**config.mk**
```make
export PLATFORM = sky130hd
export DESIGN_NAME = adc_tdm_rx_flat
export DESIGN_NICKNAME = d
export VERILOG_FILES = /design/src/rtl/adc_tdm_rx_if.sv /design/src/rtl/adc_tdm_rx.sv /design/src/flat_wrapper.sv
export SDC_FILE = /design/constraint.sdc
export NUM_CORES = 1
export LEC_CHECK = 0
export CAP_MARGIN = 20
export CORE_ASPECT_RATIO = 1.5
export CORE_MARGIN = 2
export CORE_UTILIZATION = 25
export DETAILED_ROUTE_END_ITERATION = 10
export PLACE_DENSITY = 0.5
export REMOVE_ABC_BUFFERS = 1
export SETUP_SLACK_MARGIN = 0.05
export SLEW_MARGIN = 5
export SYNTH_ARGS = -nofsm -noshare
export SYNTH_HDL_FRONTEND = slang
export SYNTH_SLANG_ARGS = --single-unit
```
**constraint.sdc**
```tcl
create_clock -name clk -period 3.12 [get_ports clk]
set_input_delay 0.468 -clock clk [delete_from_list [all_inputs] [get_ports clk]]
set_output_delay 0.468 -clock clk [all_outputs]
set_load 0.03 [all_outputs]
```
**src/rtl/adc_tdm_rx_if.sv**
```systemverilog
// adc_tdm_rx_if: groups the converter-side serial lines and the receiver's
// sample/strobe/error outputs into one bundle.
//   master : converter side (drives BCLK/WCLK/LRCK/serialIn/errClr, observes results)
//   slave  : receiver side  (samples the serial lines, drives samples and flags)
// Parameters must match those of the adc_tdm_rx instance bound to it.
interface adc_tdm_rx_if #(
  parameter int DATA_W = 16,
  parameter int NUM_CH = 2
);
  localparam int CH_W = (NUM_CH > 1) ? $clog2(NUM_CH) : 1;

  logic                     BCLK;
  logic                     WCLK;
  logic                     LRCK;
  logic                     serialIn;
  logic                     errClr;
  logic [NUM_CH*DATA_W-1:0] samplesOut;
  logic                     wordValid;
  logic [CH_W-1:0]          wordCh;
  logic                     frameValid;
  logic                     errLen;
  logic                     errOvr;

  modport master (
    output BCLK, WCLK, LRCK, serialIn, errClr,
    input  samplesOut, wordValid, wordCh, frameValid, errLen, errOvr
  );

  modport slave (
    input  BCLK, WCLK, LRCK, serialIn, errClr,
    output samplesOut, wordValid, wordCh, frameValid, errLen, errOvr
  );
endinterface

```
**src/rtl/adc_tdm_rx.sv**
```systemverilog
// adc_tdm_rx: oversampling serial ADC receiver (stereo or TDM).
// Synchronises BCLK/WCLK/LRCK/serialIn to clk, deserialises MSB-first words of
// DATA_W bits inside each WCLK window and steers them into NUM_CH slots counted
// from the LRCK rising edge.
//   clk, reset_n : system clock, asynchronous active-low reset
//   bus (slave)  : serial inputs, errClr; samplesOut (slot k at [k*DATA_W +: DATA_W]),
//                  wordValid/wordCh/frameValid strobes, sticky errLen/errOvr
module adc_tdm_rx #(
  parameter int DATA_W = 16,
  parameter int NUM_CH = 2
) (
  input logic         clk,
  input logic         reset_n,
  adc_tdm_rx_if.slave bus
);
  localparam int CH_W   = (NUM_CH > 1) ? $clog2(NUM_CH) : 1;
  localparam int SLOT_W = $clog2(NUM_CH + 1);
  localparam int CNT_W  = $clog2(DATA_W + 2);

  localparam logic [1:0] ST_UNSYNC = 2'd0;
  localparam logic [1:0] ST_IDLE   = 2'd1;
  localparam logic [1:0] ST_SHIFT  = 2'd2;

  localparam logic [SLOT_W-1:0] SLOT_LAST = SLOT_W'(NUM_CH - 1);
  localparam logic [SLOT_W-1:0] SLOT_FULL = SLOT_W'(NUM_CH);
  localparam logic [CNT_W-1:0]  CNT_WORD  = CNT_W'(DATA_W);
  localparam logic [CNT_W-1:0]  CNT_SAT   = CNT_W'(DATA_W + 1);

  // Synchroniser bit order: {BCLK, WCLK, LRCK, serialIn}
  logic [3:0] sync1, sync2;
  logic       bclk_d;
  logic       bit_edge;
  logic       wclk_s, lrck_s, sd_s;

  logic [1:0]               state;
  logic                     wclk_q, lrck_q;
  logic [CNT_W-1:0]         bit_cnt;
  logic [DATA_W-1:0]        shreg;
  logic [SLOT_W-1:0]        slot_idx;
  logic                     frame_bad;
  logic [NUM_CH*DATA_W-1:0] samples;
  logic                     word_valid, frame_valid;
  logic [CH_W-1:0]          word_ch;
  logic                     err_len, err_ovr;

  logic lrck_rise, wclk_rise;

  assign wclk_s    = sync2[2];
  assign lrck_s    = sync2[1];
  assign sd_s      = sync2[0];
  assign bit_edge  = sync2[3] & ~bclk_d;
  assign lrck_rise = lrck_s & ~lrck_q;
  assign wclk_rise = wclk_s & ~wclk_q;

  // NOTE: every register below uses non-blocking assignment so all state
  // advances together on the clock edge regardless of statement order.
  always_ff @(posedge clk or negedge reset_n) begin
    if (!reset_n) begin
      sync1  <= '0;
      sync2  <= '0;
      bclk_d <= 1'b0;
    end else begin
      sync1  <= {bus.BCLK, bus.WCLK, bus.LRCK, bus.serialIn};
      sync2  <= sync1;
      bclk_d <= sync2[3];
    end
  end

  always_ff @(posedge clk or negedge reset_n) begin
    if (!reset_n) begin
      state       <= ST_UNSYNC;
      wclk_q      <= 1'b0;
      lrck_q      <= 1'b0;
      bit_cnt     <= '0;
      shreg       <= '0;
      slot_idx    <= '0;
      frame_bad   <= 1'b0;
      // NOTE: the sample store is a set of output registers, not a RAM, and
      // must read zero out of reset, so it is reset with everything else.
      samples     <= '0;
      word_valid  <= 1'b0;
      frame_valid <= 1'b0;
      word_ch     <= '0;
      err_len     <= 1'b0;
      err_ovr     <= 1'b0;
    end else begin
      word_valid  <= 1'b0;
      frame_valid <= 1'b0;
      // Clear first; a set later in this block overrides it, so set wins.
      if (bus.errClr) begin
        err_len <= 1'b0;
        err_ovr <= 1'b0;
      end

      if (bit_edge) begin
        wclk_q <= wclk_s;
        lrck_q <= lrck_s;

        case (state)
          ST_UNSYNC: begin
            // Lock only on a frame start that falls outside a word window.
            if (lrck_rise && !wclk_s) begin
              state     <= ST_IDLE;
              slot_idx  <= '0;
              frame_bad <= 1'b0;
            end
          end

          ST_IDLE: begin
            if (lrck_rise) begin
              slot_idx  <= '0;
              frame_bad <= 1'b0;
            end
            if (wclk_rise) begin
              state   <= ST_SHIFT;
              shreg   <= {{(DATA_W-1){1'b0}}, sd_s};
              bit_cnt <= CNT_W'(1);
            end
          end

          ST_SHIFT: begin
            if (lrck_rise) begin
              // Frame restarted mid-word: the partial word is lost.
              slot_idx  <= '0;
              frame_bad <= 1'b0;
              err_len   <= 1'b1;
              if (wclk_s) begin
                shreg   <= {{(DATA_W-1){1'b0}}, sd_s};
                bit_cnt <= CNT_W'(1);
              end else begin
                state <= ST_IDLE;
              end
            end else if (wclk_s) begin
              shreg <= {shreg[DATA_W-2:0], sd_s};
              if (bit_cnt != CNT_SAT) bit_cnt <= bit_cnt + CNT_W'(1);
            end else begin
              // Closing edge: its data bit is not part of the word.
              state <= ST_IDLE;
              if (bit_cnt != CNT_WORD) begin
                err_len   <= 1'b1;
                frame_bad <= 1'b1;
                // Holding at NUM_CH keeps later words in the overflow path.
                if (slot_idx != SLOT_FULL) slot_idx <= slot_idx + SLOT_W'(1);
              end else if (slot_idx == SLOT_FULL) begin
                err_ovr <= 1'b1;
              end else begin
                for (int k = 0; k < NUM_CH; k++) begin
                  if (slot_idx == SLOT_W'(k)) samples[k*DATA_W +: DATA_W] <= shreg;
                end
                word_valid  <= 1'b1;
                word_ch     <= slot_idx[CH_W-1:0];
                frame_valid <= (slot_idx == SLOT_LAST) && !frame_bad;
                slot_idx    <= slot_idx + SLOT_W'(1);
              end
            end
          end

          default: state <= ST_UNSYNC;
        endcase
      end
    end
  end

  assign bus.samplesOut = samples;
  assign bus.wordValid  = word_valid;
  assign bus.wordCh     = word_ch;
  assign bus.frameValid = frame_valid;
  assign bus.errLen     = err_len;
  assign bus.errOvr     = err_ovr;
endmodule
```
**src/flat_wrapper.sv**
```systemverilog
// flat-port wrapper written by rule: the top's interface ports become plain ports
module adc_tdm_rx_flat 
#(
  parameter int DATA_W = 16,
  parameter int NUM_CH = 2
)
  (clk, reset_n, bus_BCLK, bus_WCLK, bus_LRCK, bus_serialIn, bus_errClr, bus_samplesOut, bus_wordValid, bus_wordCh, bus_frameValid, bus_errLen, bus_errOvr);
  adc_tdm_rx_if #(.DATA_W(DATA_W), .NUM_CH(NUM_CH)) bus_i ();
  input logic clk;
  input logic reset_n;
  input wire logic [$bits(bus_i.BCLK)-1:0] bus_BCLK;
  input wire logic [$bits(bus_i.WCLK)-1:0] bus_WCLK;
  input wire logic [$bits(bus_i.LRCK)-1:0] bus_LRCK;
  input wire logic [$bits(bus_i.serialIn)-1:0] bus_serialIn;
  input wire logic [$bits(bus_i.errClr)-1:0] bus_errClr;
  output wire logic [$bits(bus_i.samplesOut)-1:0] bus_samplesOut;
  output wire logic [$bits(bus_i.wordValid)-1:0] bus_wordValid;
  output wire logic [$bits(bus_i.wordCh)-1:0] bus_wordCh;
  output wire logic [$bits(bus_i.frameValid)-1:0] bus_frameValid;
  output wire logic [$bits(bus_i.errLen)-1:0] bus_errLen;
  output wire logic [$bits(bus_i.errOvr)-1:0] bus_errOvr;
  assign bus_i.BCLK = bus_BCLK;
  assign bus_i.WCLK = bus_WCLK;
  assign bus_i.LRCK = bus_LRCK;
  assign bus_i.serialIn = bus_serialIn;
  assign bus_i.errClr = bus_errClr;
  assign bus_samplesOut = bus_i.samplesOut;
  assign bus_wordValid = bus_i.wordValid;
  assign bus_wordCh = bus_i.wordCh;
  assign bus_frameValid = bus_i.frameValid;
  assign bus_errLen = bus_i.errLen;
  assign bus_errOvr = bus_i.errOvr;
  adc_tdm_rx #(.DATA_W(DATA_W), .NUM_CH(NUM_CH)) u_core (.clk(clk), .reset_n(reset_n), .bus(bus_i));
endmodule
```
# [After elaboration in Yosys (flattened, before gate mapping)]
# Index checks and enable logic that the tools add are counted.
[totals] out_inout_bits=37 in_bits=7 regBits=74
[classes] addsub=2 n_eq_ne=17 bitwise=10 n_mux=54 reduce_logical=16
[op_table] cell="$mux 16" count=4
[op_table] cell="$pmux 16 s2" count=1
[op_table] cell="$mux 1" count=30
[op_table] cell="$mux 5" count=5
[op_table] cell="$reduce_and 7->1" count=3
[op_table] cell="$mux 2" count=10
[op_table] cell="$pmux 2 s3" count=2
[op_table] cell="$reduce_and 6->1" count=2
[op_table] cell="$ne 5x5->1 const B" count=2
[op_table] cell="$pmux 5 s2" count=1
[op_table] cell="$ne 2x1->1 const B" count=4
[op_table] cell="$reduce_and 4->1" count=2
[op_table] cell="$not 1->1" count=7
[op_table] cell="$ne 3x1->1 const B" count=2
[op_table] cell="$add 5x1->5 const B" count=1
[op_table] cell="$reduce_and 5->1" count=1
[op_table] cell="$eq 2x1->1 const B" count=2
[op_table] cell="$eq 2x2->1 const B" count=2
[op_table] cell="$logic_not 2->1" count=2
[op_table] cell="$ne 2x2->1 const B" count=2
[op_table] cell="$ne 4x2->1 const B" count=1
[op_table] cell="$ne 4x3->1 const B" count=1
[op_table] cell="$and 1x1->1" count=3
[op_table] cell="$ne 3x3->1 const B" count=1
[op_table] cell="other kinds (6)" count=8

# [Logic depth before layout (Yosys ltp)]
[logic_depth] ltp_word=8 mapped_depth=7 depth_no_buf=6

# [Least setup slack after synthesis]
# Ideal clock, no wire load.
[synth_path] path_kind="register -> register" from="reg u_core.bit_cnt[0]" to="reg u_core.samples[16], in the netlist u_core.bus.samplesOut[16]" setup_slack_ns=1.059 arrival_time_ns=1.936 path_stages_with_launch=8 n_path_buf=1 synth_period_minus_slack_ns=2.061 path_cell_list="dfrtp_1 -> inv_1 -> ha_1 -> and4bb_2 -> nand2_4 -> nor4_4 -> buf_6 -> mux2_2"
[synth_between] elab_chain_len=3
[synth_rtl] item="start, declared" line="adc_tdm_rx.sv:37" rtl="logic [CNT_W-1:0] bit_cnt;"
[synth_rtl] item="start signal, assigned" line="adc_tdm_rx.sv:135" rtl="if (bit_cnt != CNT_SAT) bit_cnt <= bit_cnt + CNT_W'(1);"
[synth_rtl] item="$ne 5x5->1" line="adc_tdm_rx.sv:139" rtl="if (bit_cnt != CNT_WORD) begin"
[synth_rtl] item="$not 1->1 (no line)"
[synth_rtl] item="$reduce_and 7->1 (no line)"
[synth_rtl] item="end signal, assigned by index" line="adc_tdm_rx.sv:148" rtl="if (slot_idx == SLOT_W'(k)) samples[k*DATA_W +: DATA_W] <= shreg;"
[synth_rtl] item="end, declared" line="adc_tdm_rx.sv:41" rtl="logic [NUM_CH*DATA_W-1:0] samples;"
# Every way passes these cells.
# A chain may end at the register's enable or synchronous reset.

# [Final worst setup path]
[layout_path] from="reg u_core.state[0]" to="reg u_core.samples[28], in the netlist u_core.bus.samplesOut[28]"
[layout_between] elab_chain_len=2
[layout_rtl] item="start, declared" line="adc_tdm_rx.sv:35" rtl="logic [1:0] state;"
[layout_rtl] item="start signal, assigned" line="adc_tdm_rx.sv:71" rtl="state <= ST_UNSYNC;"
[layout_rtl] item="start signal, assigned" line="adc_tdm_rx.sv:103" rtl="state <= ST_IDLE;"
[layout_rtl] item="start signal, assigned" line="adc_tdm_rx.sv:115" rtl="state <= ST_SHIFT;"
[layout_rtl] item="$eq 2x2->1" line="adc_tdm_rx.sv:99" rtl="case (state)"
[layout_rtl] item="$reduce_and 7->1 (no line)"
# Every way passes these cells.

==> flow_summary.toml <==
[status]
status = "completed"

[drt]
viasPerCell = 4.313
num_vias = 1932
wl_um = 6014
routedWlPerCell_um = 13.42
first_iter_violations = 78
postRouteAntennaNets = 0
drc = 0
firstDrtPassIters = 4

[timing]
post-route-period-util = 0.6845
setup_viol = 0
hold_viol = 0
finalCriticalPeriod_ps = 2136
maxSlewHeadroom = 0.3918
worst_slew_pin_slew_ps = 912.4
max_freq_mhz = 468.3
fin_setup_tns_ps = 0
slew_violations = 0
whs_ps = 255.3
rsz0062_at_grt = "false"
finalClockSkew_ps = 4.535

[yosys]
yosysWarnings = 0
syn_area_per_cell_um2 = 12.85
synth_common_cells = "74 x dfrtp_1, 38 x mux2_2, 33 x nand2_1"
synthTopCellsByArea = "dfrtp_1 60%, mux2_2 14%, ha_1 4.4%, nand2_1 4.0%, o21ai_0 2.9%"
synth_most_common_cell = "dfrtp_1"
synth_edf_count = 0
postSynthCellCount = 241
ys_types = 43
synth-seq-area-share = 0.5977
yosysTopAreaCellShare = 0.5977
synth_ff_type = "dfrtp_1"
synth-seq-cells = 74
syn_area_um2 = 3098
yosys.area.top_type = "dfrtp_1"
synthArstFlopShare = 1.000

[setup_path]
path_max_fanout = 17
crit_buf_inv = 2
crit_family = "simple AND/OR/NAND/NOR gates"
end_kind = "flop"
ff2ff_setup_slack_ps = 980
cp-start-kind = "flop"
crit_slowest_cell = "dfrtp_1"
cp_cell_sequence = "inv_1 -> ha_1 -> nand2_1 -> nor4_4 -> buf_4 -> mux2_2"
critical_path_required_ps = 3340
crit_arrival_ps = 2350
critPathMaxStageDelay_ps = 420
critical_path_class = "reg -> reg"

[placed_design]
portBuffers = 43
dp.cells = 433
gp_congestion = 0.7645
dp_hpwl_um = 4071

[clocking]
clkSlewWorstSetupHoldPaths_ps = 50
clock_latency_ps = 330
cts-root-buf = "clkbuf_16"
numCtsBuffers = 9
cts_tree = "yes"
ctsResizeCount = 0
cts.sinks = 74
postCtsSetupBuffers = 0
postCtsHoldBufs = 0
cts.htree.levels = 3
max-clock-path-buffers = 2

[cells_and_area]
utilization = 0.3331
nFillCells = 1245
nNetsFinal = 309
drive_above_1_share = 0.2136
final_cells = 448
n_antenna_cell = 0
area_growth_pct = 29.20

[global_route]
grt_first_pass_wirelength_um = 10520
grt_max_degree = 75
grtUsageTotal = 0.1050
grt_pass1_vias = 2071
grt_overflow = 0
antenna_found_initial = 0

[power_and_ir_drop]
pwr_density_cell_nw_per_um2 = 611.3
vdd_drop_max_v = 0.0002611
leakage_nw = 1.831

[floorplan]
start_util = 0.2578
die_h_um = 140.3
coreArea_um2 = 12020
die_w_um = 94.89
ios = 44
fp-row-count = 49
dieArea_um2 = 13320

[flow_run]
max_cap_violations = 0

[worst_hold_path]
hold_path_class = "in -> async"
flip-flops by register name, summed over array words and instances, names as in the netlist:
register / count
u_core.bus.samplesOut: 32
u_core.shreg: 16
u_core.bit_cnt: 5
u_core.sync1: 4
u_core.sync2: 4
u_core.slot_idx: 2
u_core.state: 2
u_core.bclk_d: 1
u_core.bus.errLen: 1
u_core.bus.errOvr: 1
u_core.bus.frameValid: 1
u_core.bus.wordCh: 1
u_core.bus.wordValid: 1
u_core.frame_bad: 1
u_core.lrck_q: 1
u_core.wclk_q: 1
metal layers:
layer	up-vias	track usage	part of all wire
met1	949	0.1292	0.44
met3	13	0.03012	0.042
met5	-	0	0
met2	33	0.1594	0.49
li1	937	-	-
met4	0	0.06636	0.032
final cells by class:
cell class	instances	area [um2]	area share
repair buffers	48	465.4	0.1163
well taps	153	191.4	0.04783
inverters	8	30.03	0.007502
multi-input cells	150	1170	0.2923
clock buffers	11	242.7	0.06064
clock inverters	4	51.30	0.01282
flip-flops and latches	74	1852	0.4626
path summary, 6_finish.rpt:
kind,startpoint,endpoint,depth (start not counted)
hold reg to reg,u_core.sync1[1]$_DFF_PN0_,u_core.sync2[1]$_DFF_PN0_,0
hold / removal,reset_n,u_core.sync1[3]$_DFF_PN0_,1
setup / recovery,u_core.state[0]$_DFFE_PN0P_,u_core.bus.samplesOut[28]$_DFFE_PN0P_,6
max in group asynchronous,reset_n,u_core.bus.samplesOut[4]$_DFFE_PN0P_,1
min in group clk,u_core.sync1[1]$_DFF_PN0_,u_core.sync2[1]$_DFF_PN0_,0
setup reg to reg,u_core.state[0]$_DFFE_PN0P_,u_core.bus.samplesOut[28]$_DFFE_PN0P_,6
power breakdown:
group / switching (W) / internal, W
logic: 0.000214 / 0.000138
registers: 0.0000561 / 0.00102
clock network: 0.000381 / 0.000637
total: 0.000651 / 0.00180
cells in the final DEF (no fill, tap or decap), drive strengths merged, types with 4 or more instances in the layout:
cell type,netlist,routed
dfrtp,74,74
clkdlybuf4s50,0,42
mux2,38,38
nand2,34,34
o21ai,18,18
ha,11,11
clkbuf,6,11
inv,8,9
nand2b,6,6
buf,3,6
nor2b,4,4
logic make-up after synthesis:
kind of cell               after synthesis  synth area share
DFF                                     74            0.5977
buffers and inverters                   17           0.02464
adders and majority gates               11           0.04443
xor gates and xnor gates                 1          0.002828
AOI/OAI and AO/OA                       38           0.08199
and+or+nand+nor                         61            0.1070
muxes                                   39            0.1414
per-stage QoR:
stage / instance area, um2 / total power (W) / setup WS (ps)
finish: 4003 / 0.002447 / 984.4
CTS: 4003 / 0.002493 / 947.1
global route: 4003 / 0.002598 / 784.8
detailed placement: 3709 / 0.001454 / 953.6
global placement: 3709 / 0.001448 / 947.5
floorplan: 3052 / 0.001327 / 755.2
Note: power is estimated with default switching activity, not from simulation.
